`src/rtl/rom_arbiter_if.sv`:
```
// Bus bundle between the two requesters (ID checker, password checker),
// the shared ROM and rom_arbiter.
interface rom_arbiter_if #(
    parameter int ADDR_W = 5,
    parameter int DATA_W = 24
);
    logic              req0;
    logic              req1;
    logic [ADDR_W-1:0] addr0;
    logic [ADDR_W-1:0] addr1;
    logic [DATA_W-1:0] ROM_data;
    logic [ADDR_W-1:0] ROM_addr;
    logic              gnt0;
    logic              gnt1;
    logic              done0;
    logic              done1;
    logic [DATA_W-1:0] rdata;
    logic              busy;

    modport master (
        output req0, req1, addr0, addr1, ROM_data,
        input  ROM_addr, gnt0, gnt1, done0, done1, rdata, busy
    );

    modport slave (
        input  req0, req1, addr0, addr1, ROM_data,
        output ROM_addr, gnt0, gnt1, done0, done1, rdata, busy
    );
endinterface

```
`src/rtl/rom_arbiter.sv`:
```
// Two-requester arbiter for a shared ROM with a fixed LAT-cycle read latency.
// Macro ROMARB_RR_EN selects round-robin; undefined gives requester 0 fixed priority.
module rom_arbiter #(
    parameter int ADDR_W = 5,
    parameter int DATA_W = 24,
    parameter int LAT    = 2
) (
    input  logic         clk,
    input  logic         rst,
    rom_arbiter_if.slave bus
);

    typedef enum logic [1:0] {
        IDLE  = 2'd0,
        WAIT  = 2'd1,
        CATCH = 2'd2,
        DONE  = 2'd3
    } state_e;

    localparam logic [3:0] CNT_LAST = 4'(LAT - 1);

    state_e            state_q;
    state_e            state_d;
    logic [3:0]        cnt_q;
    logic [3:0]        cnt_d;
    logic              win_q;
    logic              win_d;
    logic              last_q;
    logic              last_d;
    logic [ADDR_W-1:0] rom_addr_q;
    logic [ADDR_W-1:0] rom_addr_d;
    logic [DATA_W-1:0] rdata_q;
    logic [DATA_W-1:0] rdata_d;
    logic              gnt0_q;
    logic              gnt0_d;
    logic              gnt1_q;
    logic              gnt1_d;
    logic              done0_q;
    logic              done0_d;
    logic              done1_q;
    logic              done1_d;
    logic              busy_q;
    logic              busy_d;
    logic              any_req_s;
    logic              arb_win_s;

    // With nobody requesting the result is never used; it simply holds the pointer.
    function automatic logic pick_winner(input logic r0, input logic r1, input logic last);
        logic w;
`ifdef ROMARB_RR_EN
        if (r0 && r1) begin
            w = ~last;
        end else if (r1) begin
            w = 1'b1;
        end else if (r0) begin
            w = 1'b0;
        end else begin
            w = last;
        end
`else
        if (r0) begin
            w = 1'b0;
        end else if (r1) begin
            w = 1'b1;
        end else begin
            w = last;
        end
`endif
        return w;
    endfunction

    assign any_req_s = bus.req0 | bus.req1;
    assign arb_win_s = pick_winner(bus.req0, bus.req1, last_q);

    // State register.
    always_ff @(posedge clk or negedge rst) begin
        if (!rst) begin
            state_q <= IDLE;
        end else begin
            state_q <= state_d;
        end
    end

    // Next-state logic.
    always_comb begin
        state_d = state_q;
        case (state_q)
            IDLE: begin
                if (any_req_s) begin
                    state_d = WAIT;
                end else begin
                    state_d = IDLE;
                end
            end
            WAIT: begin
                if (cnt_q == CNT_LAST) begin
                    state_d = CATCH;
                end else begin
                    state_d = WAIT;
                end
            end
            CATCH:   state_d = DONE;
            DONE:    state_d = IDLE;
            default: state_d = IDLE;
        endcase
    end

    // Output and datapath next values; pulses default low, data holds.
    always_comb begin
        cnt_d      = cnt_q;
        win_d      = win_q;
        last_d     = last_q;
        rom_addr_d = rom_addr_q;
        rdata_d    = rdata_q;
        gnt0_d     = 1'b0;
        gnt1_d     = 1'b0;
        done0_d    = 1'b0;
        done1_d    = 1'b0;
        busy_d     = (state_d != IDLE);
        case (state_q)
            IDLE: begin
                if (any_req_s) begin
                    win_d      = arb_win_s;
                    rom_addr_d = arb_win_s ? bus.addr1 : bus.addr0;
                    gnt0_d     = ~arb_win_s;
                    gnt1_d     = arb_win_s;
                    cnt_d      = 4'd0;
                end else begin
                    cnt_d = cnt_q;
                end
            end
            WAIT: begin
                cnt_d = cnt_q + 4'd1;
            end
            CATCH: begin
                rdata_d = bus.ROM_data;
                done0_d = ~win_q;
                done1_d = win_q;
            end
            DONE: begin
                last_d = win_q;
            end
            default: begin
                cnt_d      = 4'd0;
                win_d      = 1'b0;
                last_d     = 1'b1;
                rom_addr_d = '0;
                rdata_d    = '0;
                busy_d     = 1'b0;
            end
        endcase
    end

    // Registered outputs and access bookkeeping.
    always_ff @(posedge clk or negedge rst) begin
        if (!rst) begin
            cnt_q      <= 4'd0;
            win_q      <= 1'b0;
            last_q     <= 1'b1;
            rom_addr_q <= '0;
            rdata_q    <= '0;
            gnt0_q     <= 1'b0;
            gnt1_q     <= 1'b0;
            done0_q    <= 1'b0;
            done1_q    <= 1'b0;
            busy_q     <= 1'b0;
        end else begin
            cnt_q      <= cnt_d;
            win_q      <= win_d;
            last_q     <= last_d;
            rom_addr_q <= rom_addr_d;
            rdata_q    <= rdata_d;
            gnt0_q     <= gnt0_d;
            gnt1_q     <= gnt1_d;
            done0_q    <= done0_d;
            done1_q    <= done1_d;
            busy_q     <= busy_d;
        end
    end

    assign bus.ROM_addr = rom_addr_q;
    assign bus.rdata    = rdata_q;
    assign bus.gnt0     = gnt0_q;
    assign bus.gnt1     = gnt1_q;
    assign bus.done0    = done0_q;
    assign bus.done1    = done1_q;
    assign bus.busy     = busy_q;

endmodule

```
`src/flat_wrapper.sv`:
```
// flat-port wrapper written by rule: the top's interface ports become plain ports
module rom_arbiter_flat 
#(
    parameter int ADDR_W = 5,
    parameter int DATA_W = 24,
    parameter int LAT    = 2
)
  (clk, rst, bus_req0, bus_req1, bus_addr0, bus_addr1, bus_ROM_data, bus_ROM_addr, bus_gnt0, bus_gnt1, bus_done0, bus_done1, bus_rdata, bus_busy);
  rom_arbiter_if #(.ADDR_W(ADDR_W), .DATA_W(DATA_W)) bus_i ();
  input  logic clk;
  input  logic rst;
  input wire logic [$bits(bus_i.req0)-1:0] bus_req0;
  input wire logic [$bits(bus_i.req1)-1:0] bus_req1;
  input wire logic [$bits(bus_i.addr0)-1:0] bus_addr0;
  input wire logic [$bits(bus_i.addr1)-1:0] bus_addr1;
  input wire logic [$bits(bus_i.ROM_data)-1:0] bus_ROM_data;
  output wire logic [$bits(bus_i.ROM_addr)-1:0] bus_ROM_addr;
  output wire logic [$bits(bus_i.gnt0)-1:0] bus_gnt0;
  output wire logic [$bits(bus_i.gnt1)-1:0] bus_gnt1;
  output wire logic [$bits(bus_i.done0)-1:0] bus_done0;
  output wire logic [$bits(bus_i.done1)-1:0] bus_done1;
  output wire logic [$bits(bus_i.rdata)-1:0] bus_rdata;
  output wire logic [$bits(bus_i.busy)-1:0] bus_busy;
  assign bus_i.req0 = bus_req0;
  assign bus_i.req1 = bus_req1;
  assign bus_i.addr0 = bus_addr0;
  assign bus_i.addr1 = bus_addr1;
  assign bus_i.ROM_data = bus_ROM_data;
  assign bus_ROM_addr = bus_i.ROM_addr;
  assign bus_gnt0 = bus_i.gnt0;
  assign bus_gnt1 = bus_i.gnt1;
  assign bus_done0 = bus_i.done0;
  assign bus_done1 = bus_i.done1;
  assign bus_rdata = bus_i.rdata;
  assign bus_busy = bus_i.busy;
  rom_arbiter #(.ADDR_W(ADDR_W), .DATA_W(DATA_W), .LAT(LAT)) u_core (.clk(clk), .rst(rst), .bus(bus_i));
endmodule
```
`config.mk`:
```
export PLATFORM = sky130hd
export DESIGN_NAME = rom_arbiter_flat
export DESIGN_NICKNAME = d
export VERILOG_FILES = /design/src/rtl/rom_arbiter_if.sv /design/src/rtl/rom_arbiter.sv /design/src/flat_wrapper.sv
export SDC_FILE = /design/constraint.sdc
export NUM_CORES = 1
export LEC_CHECK = 0
export ABC_AREA = 1
export BUFFER_PORTS_ARGS = -buffer_cell sky130_fd_sc_hd__clkbuf_2
export CORE_UTILIZATION = 45
export CTS_BUF_LIST = sky130_fd_sc_hd__clkbuf_4 sky130_fd_sc_hd__clkbuf_8 sky130_fd_sc_hd__clkbuf_16
export CTS_CLUSTER_SIZE = 16
export DETAILED_ROUTE_END_ITERATION = 12
export PLACE_DENSITY = 0.78
export SLEW_MARGIN = 15
export SYNTH_ARGS = -nofsm -noshare
export SYNTH_HDL_FRONTEND = slang
export SYNTH_SLANG_ARGS = --single-unit
```
`constraint.sdc`:
```
create_clock -name clk -period 3.11 [get_ports clk]
set_input_delay 0.1555 -clock clk [delete_from_list [all_inputs] [get_ports clk]]
set_output_delay 0.1555 -clock clk [all_outputs]
set_load 0.02 [all_outputs]
```
-- Word level (Yosys, flattened, before mapping)
Cells that the tools add are included.
- $add $sub $neg: 1
- equal/unequal tests: 5
- mux-type cells: 14
- bitwise logic cells: 3
- reductions and logical operators: 5
- operator list (operator ; count):
    2-to-1 mux 1 bit ; 9
    case mux 2 bit (4 select lines) ; 1
    case mux 4 bit (2 select lines) ; 1
    2-to-1 mux 5 bit ; 1
    adder 4 x 1 -> 4 bit, second input constant ; 1
    == test 2 bit, second input constant ; 2
    == test 4 x 1 -> 1 bit, second input constant ; 1
    2-to-1 mux 4 bit ; 1
    AND reduction 2 bit ; 2
    nonzero test 2 bit ; 2
    == test 2 x 1 -> 1 bit, second input constant ; 1
    logical NOT 2 bit ; 1
    2-to-1 mux 2 bit ; 1
    != test 2 x 1 -> 1 bit, second input constant ; 1
    NOT 1 bit ; 2
    bitwise OR 1 bit ; 1
- register bits after elaboration: 42
- bits of input ports: 38
- output and inout port bits: 34
- word-level logic and storage cells: 39

-- Depth between registers and ports, before layout
Gate-level depths: netlist (run 1).
- word-level depth: 5
- gate-level depth with buffers: 6
- gate-level depth less buffers: 6

-- Worst setup path after synthesis (run 1)
No wires, ideal clock.
- path type: register -> register
- start: reg u_core.cnt_q[0]
- end: reg u_core.cnt_q[2]
- library setup time: 0.117 ns
- arrival time: 0.999 ns
- data required time: 2.993 ns
- path slack: 1.995 ns
- cell stages (with the launch flop): 5
- buffers on the path: 0
- clock period less this slack: 1.115 ns
- path through: dfrtp_1 ha_1 or2_2 nand3_1 nand2_1
- cells in the longest elaborated chain, start to end: 2
- RTL lines (element ; line ; RTL):
    start: declaration ; rom_arbiter.sv:24 ; logic [3:0] cnt_q;
    start signal: assignment ; rom_arbiter.sv:168 ; cnt_q <= cnt_d;
    adder 4 x 1 -> 4 bit ; rom_arbiter.sv:133 ; cnt_d = cnt_q + 4'd1;
    case mux 4 bit (2 select lines) ; rom_arbiter.sv:120 ; case (state_q)
No other way between the ends.
A chain may end at the register's enable or synchronous reset.

-- Worst setup path after layout (run 1)
- start: reg u_core.state_q[1]
- end: reg u_core.rdata_q[3], in the netlist u_core.bus.rdata[3]
- cells in the longest elaborated chain, start to end: 1
- RTL lines (element ; line ; RTL):
    start: declaration ; rom_arbiter.sv:22 ; state_e state_q;
    start signal: assignment ; rom_arbiter.sv:80 ; state_q <= state_d;
    == test 2 bit ; rom_arbiter.sv:120 ;
    end signal: assignment ; rom_arbiter.sv:172 ; rdata_q <= rdata_d;
    end: declaration ; rom_arbiter.sv:32 ; logic [DATA_W-1:0] rdata_q;
No other way between the ends.

==> results of run 1 <==
==> flip-flops by register name, indices dropped and copies added (netlist names) <==
name,count
u_core.bus.ROM_addr,5
u_core.bus.busy,1
u_core.bus.done0,1
u_core.bus.done1,1
u_core.bus.gnt0,1
u_core.bus.gnt1,1
u_core.bus.rdata,24
u_core.cnt_q,4
u_core.last_q,1
u_core.state_q,2
u_core.win_q,1
==> critical path: cells and delay by family (launching register included) <==
kind | cells | cell delay (ns)
flip-flops | 1 | 0.78
AND/OR/NAND/NOR | 3 | 0.74
==> stage by stage <==
step	total power, mW	utilization	area, sq um	hold slack, ns	worst slack [ns]
2_1_floorplan	1.77	-	1830	-0.140	1.99
5_1_grt	2.66	0.607	2290	0.0730	1.32
3_3_place_gp	2.07	0.582	2190	0.371	1.53
6_report	2.45	0.607	2290	0.0283	1.47
3_5_place_dp	2.11	0.582	2190	0.381	1.48
4_1_cts	2.47	0.607	2290	0.0539	1.46
==> cells in the mapped netlist (all sizes together) <==
master | number | area [sq um]
dfrtp | 41 | 1030
nand3 | 39 | 195
dfstp | 1 | 26.3
a21oi | 2 | 10.0
a31oi | 1 | 6.26
buf | 8 | 55.1
nor2 | 10 | 63.8
o21ai | 3 | 18.8
or2 | 3 | 18.8
ha | 2 | 25.0
nand2 | 79 | 302
nand4 | 1 | 6.26
inv | 19 | 73.8
==> path summary, 6_finish.rpt <==
path / cells after the start / slack, ns / to / startpoint
max: 3 / 1.47 / u_core.bus.rdata[3] / u_core.state_q[1]
min: 1 / 0.03 / u_core.bus.rdata[12] / rst
max reg2reg: 3 / 1.47 / u_core.bus.rdata[3] / u_core.state_q[1]
min reg2reg: 1 / 0.43 / u_core.bus.done0 / u_core.win_q
max in group asynchronous: 1 / 2.47 / u_core.bus.rdata[9] / rst
min in group clk: 2 / 0.08 / u_core.bus.gnt1 / bus_req0
==> cell type report <==
class	count	area (sq um)	area share
clock inverter	1	5.00	0.00219
timing repair buffer	72	363	0.158
clock buffer	7	90.1	0.0393
tap	48	60.1	0.0262
multi-input combinational	140	646	0.282
sequential	42	1050	0.460
inverter	19	73.8	0.0322
==> layer usage <==
layer,vias up,global-route usage,share of wire
met2,67,0.305,0.46
li1,798,-,-
met3,4,0.0712,0.079
met5,-,0,0
met1,689,0.217,0.45
met4,0,0.0707,0.012
==> cells by family (layout without fill, tap and decap cells) <==
group	after synthesis	count (layout)	share of synthesized area
AO/OA/AOI/OAI	6	6	0.0192
adder cells (fa/ha/maj)	2	2	0.0137
buffers and inverters	27	99	0.0705
flip-flops	42	42	0.576
AND/OR/NAND/NOR	132	132	0.321
==> cells in the final DEF, fill, tap and decap left out, types with 2 or more instances in the layout <==
cell,instances
nand2_1,77
clkbuf_2,71
dfrtp_1,41
nand3_1,39
inv_1,17
nor2_1,7
clkbuf_8,6
nand2_2,2
o21ai_0,2
a21oi_1,2
or2_1,2
ha_1,2
==> report_power, final <==
group	leakage, nW	switching, mW	internal [mW]
combinational	0.777	0.723	0.364
clock	0.0517	0.173	0.188
sequential	0.519	0.195	0.805
total	1.35	1.09	1.36
==> out/metrics.yaml, run 1 <==
crit_top_cell: "nand2_1"
vias: 1558
cts_resized: 0
fp.dieH_um: 65.7
postCtsSetupRepairBufs: 0
arrival_ns: 1.82
hp-class: "input port to async pin"
fin_nets: 320
peakVddDrop_mv: 0.456
leakagePower_nw: 1.35
slowest_stage: "dfrtp_1"
rows: 22
placed_cells: 321
remaining_drc_errors: 0
period_needed_ns: 1.64
clk_pin_slew_worst_paths_ns: 0.07
synth_fp_nets: 249
cts_tree: "done"
synth_cell_type_count: 23
areaGrowthSynthToFinish_pct: 25.3
syn_area_sq_um: 1830
worst-slew-pin-transition_ns: 1.01
dr.pass1.iters: 4
io_buffers: 71
critPathMaxFanout: 29
htree_levels: 2
cts_root_buf: "clkbuf_8"
initial_core_util: 0.484
finalSetupViolations: 0
post_layout_nonfiller_instances: 329
syn_inst: 209
finalHoldViolCount: 0
hpwl_um: 2620
fin_crit_sh: 0.527
clk_latency_ns: 0.29
ios: 72
cts_sinks: 42
dieArea_sq_um: 4320
final.fill_count: 328
cp-end-kind: "flip-flop"
power_density_nw_per_um2: 1070
synth.avg_cell_area_sq_um: 8.74
drive_gt1_frac: 0.320
crit_required_ns: 3.29
globalplace.congestion: 0.769
gr-total-overflow: 0
max-slew-margin-rel: 0.325
track_usage: 0.185
ys_seq_elements: 42
cap_violations: 0
core_area_sq_um: 3770
cts-buffers-inserted: 5
crit_type: "flip-flop to flip-flop"
die_w_um: 65.7
max_clock_freq_mhz: 610
finalClockSkew_ns: 0.00369
grt_max_degree: 43
slew_violations: 0
drt-vias-per-instance: 4.74
slowest_delay_ns: 0.78
start_kind: "flip-flop"
wl_per_cell_um: 11.1
grt_pass1_vias: 1437
cts_hold_buffers: 0
grt_antenna_before_repair: 0
yosysSeqAreaShare: 0.576
status: "completed"
drt_iter0_markers: 134
num_antenna_cells: 0
yosysWarnings: 0
routed_wl_um: 3650
grt_pass1_wl_um: 5920
crit_chain: "nand2_2 -> nand2_1 -> nand2_1"
clockBufferDepth: 2
setup_tns_ns: 0
ant_nets: 0
rsz0062_at_grt: "no"
Power figures use the tool's default switching activity.
==> inputs of run 2 (changes only) <==
clock period = 1.7 ns   (was 3.11 ns; I/O delays follow)
==> out/metrics.yaml, run 2 (synthesis gave the netlist of run 1 again) <==
whs_path_depth: 2
drt-vias-per-instance: 4.83
globalplace.congestion: 0.792
crit_top_cell: "nand2_1"
rsz0062_at_grt: "no"
leakagePower_nw: 1.36
remaining_drc_errors: 0
peakVddDrop_mv: 0.770
power_density_nw_per_um2: 1930
cts_resized: 0
final.fill_count: 338
clockBufferDepth: 2
max-slew-margin-rel: 0.640
clk_pin_slew_worst_paths_ns: 0.07
hp-start: "bus_req0"
rows: 22
initial_core_util: 0.484
vias: 1600
areaGrowthSynthToFinish_pct: 26.1
crit_type: "flip-flop to flip-flop"
critPathBufInv: 0
layout_commonest_cell: "nand2_1"
post_layout_nonfiller_instances: 331
crit_chain: "nand2_2 -> nand2_1 -> nand2_1"
drive_gt1_frac: 0.322
grt_antenna_before_repair: 0
crit_required_ns: 1.88
period_needed_ns: 1.44
final_cell_area_sq_um: 2300
hp-class: "input port to flip-flop"
wl_per_cell_um: 11.0
max_clock_freq_mhz: 695
placed_cells: 323
finalHoldViolCount: 0
postCtsSetupRepairBufs: 0
ant_nets: 0
regToRegSetupSlack_ns: 0.26
largest_register_ffs: 24
dp_slack_ns: 0.241
drt_iter0_markers: 160
core_area_sq_um: 3770
slew_violations: 0
reg2regPathDepth: 3
dieArea_sq_um: 4320
critPathTopFamily: "simple AND/OR/NAND/NOR gates"
htree_levels: 2
hpwl_um: 2600
utilization: 0.611
routed_wl_um: 3630
io_buffers: 71
fin_crit_sh: 0.847
place_area_sq_um: 2210
grt_pass1_wl_um: 6290
gr-total-overflow: 0
r2r_start: "u_core.state_q[1]"
worst-slew-pin-transition_ns: 0.535
finalSetupViolations: 0
fp.dieH_um: 65.7
setup_tns_ns: 0
fin_nets: 323
cts-buffers-inserted: 5
slowest_stage: "dfrtp_1"
arrival_ns: 1.62
num_antenna_cells: 0
hold_path_end: "u_core.bus.gnt1"
r2r_end: "u_core.bus.rdata[7]"
clk_latency_ns: 0.29
critPathMaxFanout: 29
track_usage: 0.195
dr.pass1.iters: 4
cap_violations: 0
ios: 72
slowest_delay_ns: 0.65
cts_tree: "done"
critical_path.startpoint: "u_core.state_q[1]"
grt_max_degree: 43
fin_ws_ns: 0.261
grt_pass1_vias: 1478
die_w_um: 65.7
final_cell_mix: "nand2_1 (77), clkbuf_2 (71), dfrtp_1 (41)"
cp-end-kind: "flip-flop"
cts_sinks: 42
cts_root_buf: "clkbuf_8"
status: "completed"
start_kind: "flip-flop"
finalClockSkew_ns: 0.00505
## run 2: worst max-delay path by stage
stage | to | slack [ns] | cells past startpoint
6_report | u_core.bus.rdata[7] | 0.26 | 3
5_1_grt | u_core.bus.rdata[12] | 0.07 | 3
4_1_cts | u_core.bus.rdata[7] | 0.23 | 4
3_5_place_dp | u_core.bus.rdata[7] | 0.24 | 4
3_3_place_gp | u_core.bus.rdata[6] | 0.31 | 4
2_1_floorplan | u_core.cnt_q[2] | 0.58 | 4
## run 2: cell type report
type | instances | area [sq um] | area share
clock buffers | 7 | 83.8 | 0.0364
repair buffers | 75 | 388 | 0.168
flip-flops and latches | 42 | 1050 | 0.457
multi-input cells | 140 | 646 | 0.280
well taps | 48 | 60.1 | 0.0261
inverters | 19 | 73.8 | 0.0320
## run 2: timing repair
| action | CTS | global route |
|---|---|---|
| endpoints found under the hold margin | 41 | 0 |
| hold buffers | 1 | 0 |
| endpoints found under the setup margin | 0 | 0 |
## run 2: metrics by stage
step                power [mW]  hold WS (ns)
finish                    4.45        0.0137
detailed placement        3.87         0.185
CTS                       4.49       0.00558
global route              4.85       0.00411
floorplan                 3.24        -0.211
global placement          3.82         0.177
## run 2: report_power, final
group	switching, mW	internal [mW]
sequential	0.323	1.47
clock	0.302	0.314
combinational	1.35	0.683
total	1.97	2.47
## run 2: per-layer routing
metal | routed length [um] | vias to the layer above | part of all wire | global-route usage
met5 | 0 | - | 0 | 0
met3 | 321 | 7 | 0.089 | 0.0677
li1 | - | 806 | - | -
met2 | 1580 | 58 | 0.44 | 0.298
met4 | 61 | 0 | 0.017 | 0.0734
met1 | 1660 | 729 | 0.46 | 0.254
